**config.mk**
```make
export PLATFORM = sky130hd
export DESIGN_NAME = apb_cmd_master
export DESIGN_NICKNAME = d
export VERILOG_FILES = /design/src/rtl/apb_cmd_master.sv
export SDC_FILE = /design/constraint.sdc
export NUM_CORES = 1
export LEC_CHECK = 0
export CAP_MARGIN = 20
export CORE_MARGIN = 4
export CORE_UTILIZATION = 50
export CTS_CLUSTER_DIAMETER = 150
export CTS_CLUSTER_SIZE = 20
export DETAILED_ROUTE_END_ITERATION = 8
export PLACE_DENSITY = 0.78
export SETUP_SLACK_MARGIN = 0.15
export SYNTH_ARGS = -nofsm -noshare
export SYNTH_HDL_FRONTEND = slang
export SYNTH_SLANG_ARGS = --single-unit
```
**constraint.sdc**
```tcl
create_clock -name clk -period 7.15 [get_ports clk]
set_input_delay 1.43 -clock clk [delete_from_list [all_inputs] [get_ports clk]]
set_output_delay 1.43 -clock clk [all_outputs]
set_load 0.03 [all_outputs]
```
**src/rtl/apb_cmd_master.sv**
```systemverilog
// APB master transactor: queues register commands, runs SETUP/ACCESS to one of NUM_SEL
// slaves and returns one in-order response per command, with decode-error and timeout.
module apb_cmd_master #(
  parameter int ADDR_WIDTH  = 16,
  parameter int DATA_WIDTH  = 32,
  parameter int NUM_SEL     = 1,
  parameter int CMD_DEPTH   = 4,
  parameter int TIMEOUT_CYC = 256,
  localparam int SEL_W      = (NUM_SEL > 1) ? $clog2(NUM_SEL) : 1
) (
  input  logic                  clk,
  input  logic                  rst_n,
  input  logic                  cmd_valid,
  output logic                  cmd_ready,
  input  logic                  cmd_write,
  input  logic [SEL_W-1:0]      cmd_sel,
  input  logic [ADDR_WIDTH-1:0] cmd_addr,
  input  logic [DATA_WIDTH-1:0] cmd_wdata,
  output logic                  rsp_valid,
  input  logic                  rsp_ready,
  output logic [DATA_WIDTH-1:0] rsp_rdata,
  output logic                  rsp_err,
  output logic                  rsp_timeout,
  output logic [NUM_SEL-1:0]    psel,
  output logic                  penable,
  output logic                  pwrite,
  output logic [ADDR_WIDTH-1:0] paddr,
  output logic [DATA_WIDTH-1:0] pwdata,
  input  logic [DATA_WIDTH-1:0] prdata,
  input  logic                  pready,
  input  logic                  pslverr,
  output logic                  busy
);

  localparam int AW = $clog2(CMD_DEPTH);
  localparam int TW = (TIMEOUT_CYC > 1) ? $clog2(TIMEOUT_CYC) : 1;
  localparam logic [TW-1:0] CNT_MAX = TW'(TIMEOUT_CYC - 1);

  typedef enum logic [1:0] {IDLE, SETUP, ACCESS, RESP} state_t;

  typedef struct packed {
    logic                  write;
    logic [SEL_W-1:0]      sel;
    logic [ADDR_WIDTH-1:0] addr;
    logic [DATA_WIDTH-1:0] wdata;
  } cmd_t;

  state_t            state, state_nxt;
  cmd_t              mem [CMD_DEPTH];
  cmd_t              in_cmd, nxt;
  logic [AW:0]       wr_ptr, rd_ptr;
  logic [SEL_W-1:0]  cur_sel;
  logic [TW-1:0]     wait_cnt;
  logic              empty, full, push, bypass, load, pop, fifo_wr, dec_err, timed_out, done;

  assign in_cmd    = '{write: cmd_write, sel: cmd_sel, addr: cmd_addr, wdata: cmd_wdata};
  assign empty     = (wr_ptr == rd_ptr);
  assign full      = (wr_ptr[AW] != rd_ptr[AW]) && (wr_ptr[AW-1:0] == rd_ptr[AW-1:0]);
  assign push      = cmd_valid && !full;
  // An idle master with an empty queue takes the command straight from the port,
  // which keeps push-to-SETUP at one cycle.
  assign bypass    = (state == IDLE) && empty && push;
  assign load      = ((state == IDLE) && (!empty || push)) ||
                     ((state == RESP) && rsp_ready && !empty);
  assign pop       = load && !bypass;
  assign fifo_wr   = push && !bypass;
  assign nxt       = bypass ? in_cmd : mem[rd_ptr[AW-1:0]];
  assign dec_err   = int'(nxt.sel) >= NUM_SEL;
  assign timed_out = (TIMEOUT_CYC != 0) && (wait_cnt == CNT_MAX) && !pready;
  assign done      = (state == ACCESS) && (pready || timed_out);

  always_ff @(posedge clk or negedge rst_n) begin
    if (!rst_n) state <= IDLE;
    else        state <= state_nxt;
  end

  always_comb begin
    state_nxt = state;
    case (state)
      IDLE:    if (load) state_nxt = dec_err ? RESP : SETUP;
      SETUP:   state_nxt = ACCESS;
      ACCESS:  if (done) state_nxt = RESP;
      RESP:    if (rsp_ready) state_nxt = load ? (dec_err ? RESP : SETUP) : IDLE;
      default: state_nxt = IDLE;
    endcase
  end

  always_comb begin
    cmd_ready = !full;
    rsp_valid = (state == RESP);
    penable   = (state == ACCESS);
    busy      = !empty || (state != IDLE);
    psel      = '0;
    for (int i = 0; i < NUM_SEL; i++)
      psel[i] = ((state == SETUP) || (state == ACCESS)) && (cur_sel == SEL_W'(i));
  end

  always_ff @(posedge clk) begin
    if (fifo_wr) mem[wr_ptr[AW-1:0]] <= in_cmd;
  end

  always_ff @(posedge clk or negedge rst_n) begin
    if (!rst_n) begin
      wr_ptr      <= '0;
      rd_ptr      <= '0;
      cur_sel     <= '0;
      paddr       <= '0;
      pwrite      <= 1'b0;
      pwdata      <= '0;
      wait_cnt    <= '0;
      rsp_rdata   <= '0;
      rsp_err     <= 1'b0;
      rsp_timeout <= 1'b0;
    end else begin
      if (fifo_wr) wr_ptr <= wr_ptr + (AW+1)'(1);
      if (pop)     rd_ptr <= rd_ptr + (AW+1)'(1);
      // Bus fields only change for a real transfer so paddr/pwdata hold across decode errors.
      if (load && !dec_err) begin
        cur_sel <= nxt.sel;
        paddr   <= nxt.addr;
        pwrite  <= nxt.write;
        pwdata  <= nxt.wdata;
      end
      if (load && dec_err) begin
        rsp_rdata   <= '0;
        rsp_err     <= 1'b1;
        rsp_timeout <= 1'b0;
      end
      if (state == SETUP)                wait_cnt <= '0;
      else if (state == ACCESS && !pready) wait_cnt <= wait_cnt + TW'(1);
      if (done) begin
        rsp_rdata   <= (pready && !pwrite && !pslverr) ? prdata : '0;
        rsp_err     <= pready ? pslverr : 1'b1;
        rsp_timeout <= !pready;
      end
    end
  end

endmodule

```
======== Word level (Yosys, flattened, before mapping) ========
Memory sizes are Yosys's and may differ from the RTL's.
Index checks and enable logic that the tools add are counted.
word-level totals
  bits in read-only memories .............. 0
  output and inout port bits .............. 88
  input bits .............................. 88
  memories ................................ 1
  flip-flop bits (word level) ............. 100
  logic and storage cells ................. 80
  bits in latches ......................... 0
  RAM bits ................................ 200
memory list
  memory  words  width  rd ports  clocked after Yosys merged registers in  write ports  line  source
  mem     4      50     1         0                                        1            49    cmd_t mem [CMD_DEPTH];
cells by class
  $mul .................................... 0
  $add $sub $neg .......................... 3
  reduce and logical (&&, ||, !) cells .... 34
  muxes and demuxes ....................... 19
  shifts and indexed selects .............. 0
  divide/modulo/power cells ............... 0
  equal/unequal tests ..................... 10
  bitwise logic cells ..................... 1
  magnitude comparators ................... 1
operators by type and width
  cell                 number
  $mux 32              3
  $mux 50              1
  $logic_and 1x1->1    17
  $mux 8               2
  $mux 2               5
  $add 8x1->8 const B  1
  $eq 8x8->1 const B   1
  $pmux 2 s4           1
  $logic_not 1->1      7
  $mux 1               7
  $add 3x1->3 const B  2
  $reduce_bool 2->1    3
  $logic_or 1x1->1     5
  $eq 2x2->1 const B   2
  $ne 2x1->1 const B   2
  $eq 3x3->1           1
  $reduce_and 3->1     1
  $eq 2x1->1 const B   1
  $eq 2x2->1           1
  $logic_not 2->1      1
  $ne 2x2->1 const B   1
  $ge 1x1->1 const B   1
  $ne 1x1->1           1
  $not 1->1            1

======== Logic depth before layout (Yosys ltp) ========
  depth after elaboration ................. 11
  depth in mapped cells ................... 9
  mapped depth without buffers ............ 6

======== Least setup slack after synthesis ========
OpenSTA, ideal clock, no wires.
  path kind ............................... input-to-reg
  start ................................... input port cmd_valid
  end ..................................... memory mem[0][0] (netlist bit), enable pin
  slack ................................... 3047 ps
  library setup time ...................... 458 ps
  arrival time ............................ 3645 ps
  required time ........................... 6692 ps
  stages .................................. 2
  path buffers ............................ 0
  cell sequence ........................... o31ai_2 nor2_1
between the ends
  longest elaborated chain between the ends .. 6
RTL lines
  item                            line  source
  start: declaration              13    input logic cmd_valid,
  $logic_and 1x1->1 *             59    assign push = cmd_valid && !full;
  $logic_and 1x1->1               62    assign bypass = (state == IDLE) && empty && push;
  $logic_not 1->1                 66    assign fifo_wr = push && !bypass;
  $logic_and 1x1->1 *             66
  $mux 1 *                        99    if (fifo_wr) mem[wr_ptr[AW-1:0]] <= in_cmd;
  $mux 1 (implied by the code) *  99
  end: declaration                49
Mark *: on every way between the ends. The rest lies on a longest branch, timed or not.

======== Worst setup path after layout ========
  start ................................... register rd_ptr[1]
  end ..................................... output port cmd_ready
between the ends
  longest elaborated chain between the ends .. 3
RTL lines
  item                      line  source
  start: declaration        51    logic [AW:0] wr_ptr, rd_ptr;
  start signal: assignment  116   if (pop) rd_ptr <= rd_ptr + (AW+1)'(1);
  $eq 2x2->1                58    assign full = (wr_ptr[AW] != rd_ptr[AW]) && (wr_ptr[AW-1:0] == rd_ptr[AW-1:0]);
  $logic_and 1x1->1         58
  $logic_not 1->1           89    cmd_ready = !full;
  end: declaration          14    output logic cmd_ready,
Every way passes these cells.

==> flow_summary.json <==
{
  "run_status": "finished, final reports clean",
  "async_reset_ff_share_pct": 33.3,
  "netlist_area_um2": 12000,
  "power_density_nw_per_um2": 442,
  "setup_viol": 0,
  "vias_per_cell": 5.54,
  "synth_commonest_cells": "edfxtp_1, dfrtp_1, mux2_2, mux4_2, a22o_1",
  "dr.pass1.iters": 6,
  "setup-tns-final_ns": 0,
  "synth_top_area_cell": "edfxtp_1",
  "cts_setup_buffers": 0,
  "drive_above_1_share_pct": 23.2,
  "top_usage_layer": "met2",
  "n_antenna_cell": 0,
  "start_kind": "register",
  "worstPathArrival_ns": 2.67,
  "ant_nets": 0,
  "final_util_pct": 62.1,
  "dp_slack_ns": 2.68,
  "cts_tree": "yes",
  "slew_headroom_pct": 31.0,
  "pwr-share-seq_pct": 40.9,
  "clk_pin_slew_ns": 0.08,
  "p_leak_uw": 0.00520,
  "p_int_uw": 4240,
  "grt_overflow": 0,
  "post-dp-hpwl_um": 14800,
  "grt_antenna_before_repair": 0,
  "ir_worst_vdd_mv": 0.241,
  "wl_um": 23600,
  "grt.met2_usage_pct": 29.1,
  "drcViolationCount": 0,
  "cp.required_ns": 5.72,
  "clock_latency_ns": 0.50,
  "pwr-share-comb_pct": 43.3,
  "port_buffers": 175,
  "hold_path_class": "register to register",
  "die_width_um": 163,
  "synth_cell_types": 46,
  "place_congestion": 0.743,
  "drv_slew": 0,
  "num_vias": 6229,
  "fp.dieH_um": 163,
  "swShare_pct": 34.4,
  "boundaryPins": 176,
  "gr-usage-all-layers_pct": 17.7,
  "areaGrowthSynthToFinish_pct": 21.7,
  "rsz0062_at_grt": "no",
  "synth.area.top_cells": "edfxtp_1, dfrtp_1, mux4_2",
  "fin_crit_ns": 4.10,
  "htree_levels": 1,
  "synth.most_common_cell": "edfxtp_1",
  "worstSetupStartpoint": "rd_ptr[1]",
  "start_util_pct": 51.1,
  "grt_max_degree": 68,
  "grtUsageMet3_pct": 3.91,
  "synth.avg_cell_area_um2": 19.4,
  "core-area_um2": 23500,
  "yosysWarnings": 0,
  "yosys_register_bits": 300,
  "cts_root_buf": "clkbuf_16",
  "crit_fanout": 53,
  "max_freq_ghz": 0.244,
  "switchingPower_uw": 2230,
  "cts_buffer_depth": 3,
  "rows": 56,
  "cts_made_buffers": 18,
  "synth_edf_count": 200,
  "ys_seq_area_share_pct": 70.8,
  "syn_nets": 718,
  "num-nets-final": 893,
  "grt_pass1_wl_um": 37200,
  "ctsHoldBuffers": 0,
  "period_share_pct": 57.3,
  "p_total_uw": 6460,
  "die_area_um2": 26600,
  "fin_worst_skew_ns": 0.0137,
  "max_slew.worst_pin.slew_ns": 1.03,
  "max_cap_viol_count": 0,
  "cts.sinks": 300,
  "grtUsageMet1_pct": 25.3,
  "grt_pass1_vias": 6790,
  "p_clk_share_pct": 15.8,
  "wire_per_inst_um": 21.0,
  "crit_type": "register to output pin",
  "setup_slack_ns": 3.05,
  "timing.rr.start": "state[0]",
  "worstHoldStart": "pwdata[15]",
  "hold_viol": 0,
  "synth_top_cell_area_share_pct": 50.0,
  "netlist_instances": 619,
  "ctsResizeCount": 0,
  "yosys_most_used_dff": "edfxtp_1",
  "drt_iter0_drc": 427,
  "endpoint_kind": "output pin"
}
final cells by class:
type | count | area [µm²]
fill | 1682 | 8910
timing repair buffer | 186 | 1860
clock buffer | 32 | 524
inverter | 10 | 37.5
multi-input combinational | 278 | 3300
sequential | 300 | 8510
tap | 319 | 399
layer usage:
layer | part of all wire, % | wire [µm] | vias up
met3 | 6.6 | 1560 | 27
met4 | 1.2 | 274 | 0
li1 | - | - | 2780
met5 | 0 | 0 | -
met1 | 44 | 10300 | 3209
met2 | 48 | 11400 | 213
placed cells by master, fill, tap and decap left out, types with 4 or more instances in the layout:
cell type	count
clkbuf_16	19
xnor2_1	7
mux4_2	50
nand2_1	5
nand4_1	4
clkdlybuf4s50_1	174
inv_1	9
buf_4	9
a31oi_1	5
mux2_2	90
clkbuf_1	13
mux2_1	10
edfxtp_1	200
xor2_1	6
dfrtp_1	98
ha_1	11
nor2_1	12
nor2b_1	4
a22o_1	32
power groups by stage:
stage               Sequential, µW  Combinational, µW  Clock (µW)
floorplan                     3070               1500           0
global placement              2650               2750           0
detailed placement            2670               2810           0
CTS                           2650               2820        1050
global route                  2700               3000        1120
finish                        2640               2800        1020
logic make-up after synthesis:
group,after synthesis,share of synthesized area [%]
buf+inv,41,2.05
flops,300,70.8
mux,152,18.9
xor+xnor,16,1.35
compound gates,56,3.89
simple gates,43,1.82
fa+ha+maj,11,1.15
worst paths after layout:
check	endpoint	slack (ns)	depth (start not counted)
min	pwdata[15]	0.51	1
min in group asynchronous	paddr[10]	0.89	1
min reg2reg	pwdata[15]	0.51	1
max in group asynchronous	rd_ptr[0]	4.99	2
max reg2reg	pwdata[26]	3.81	7
max	cmd_ready	3.05	4
flip-flops by register name, summed over array words and instances, names as in the netlist:
name and cells:
pwrite 1, paddr 16, rsp_timeout 1, rsp_err 1, rsp_rdata 32, rd_ptr 3
pwdata 32, mem 200, cur_sel 1, state 2, wait_cnt 8, wr_ptr 3
worst max-delay path, cell delays in order (launching register included):
cell	delay, ns
dfrtp_2	0.40
buf_4	0.65
xnor2_1	0.27
nand3_1	0.13
clkdlybuf4s50_1	0.72
through the flow:
| step | hold slack (ns) | instance area [µm²] | instances |
|---|---|---|---|
| after global placement | 0.482 | 14100 | 1090 |
| after global routing | 0.530 | 14600 | 1125 |
| after floorplan | 0.473 | 12000 | 619 |
| after detailed placement | 0.492 | 14100 | 1090 |
| after CTS | 0.513 | 14600 | 1122 |
| final | 0.508 | 14600 | 1125 |
(Power assumes the default switching activity.)
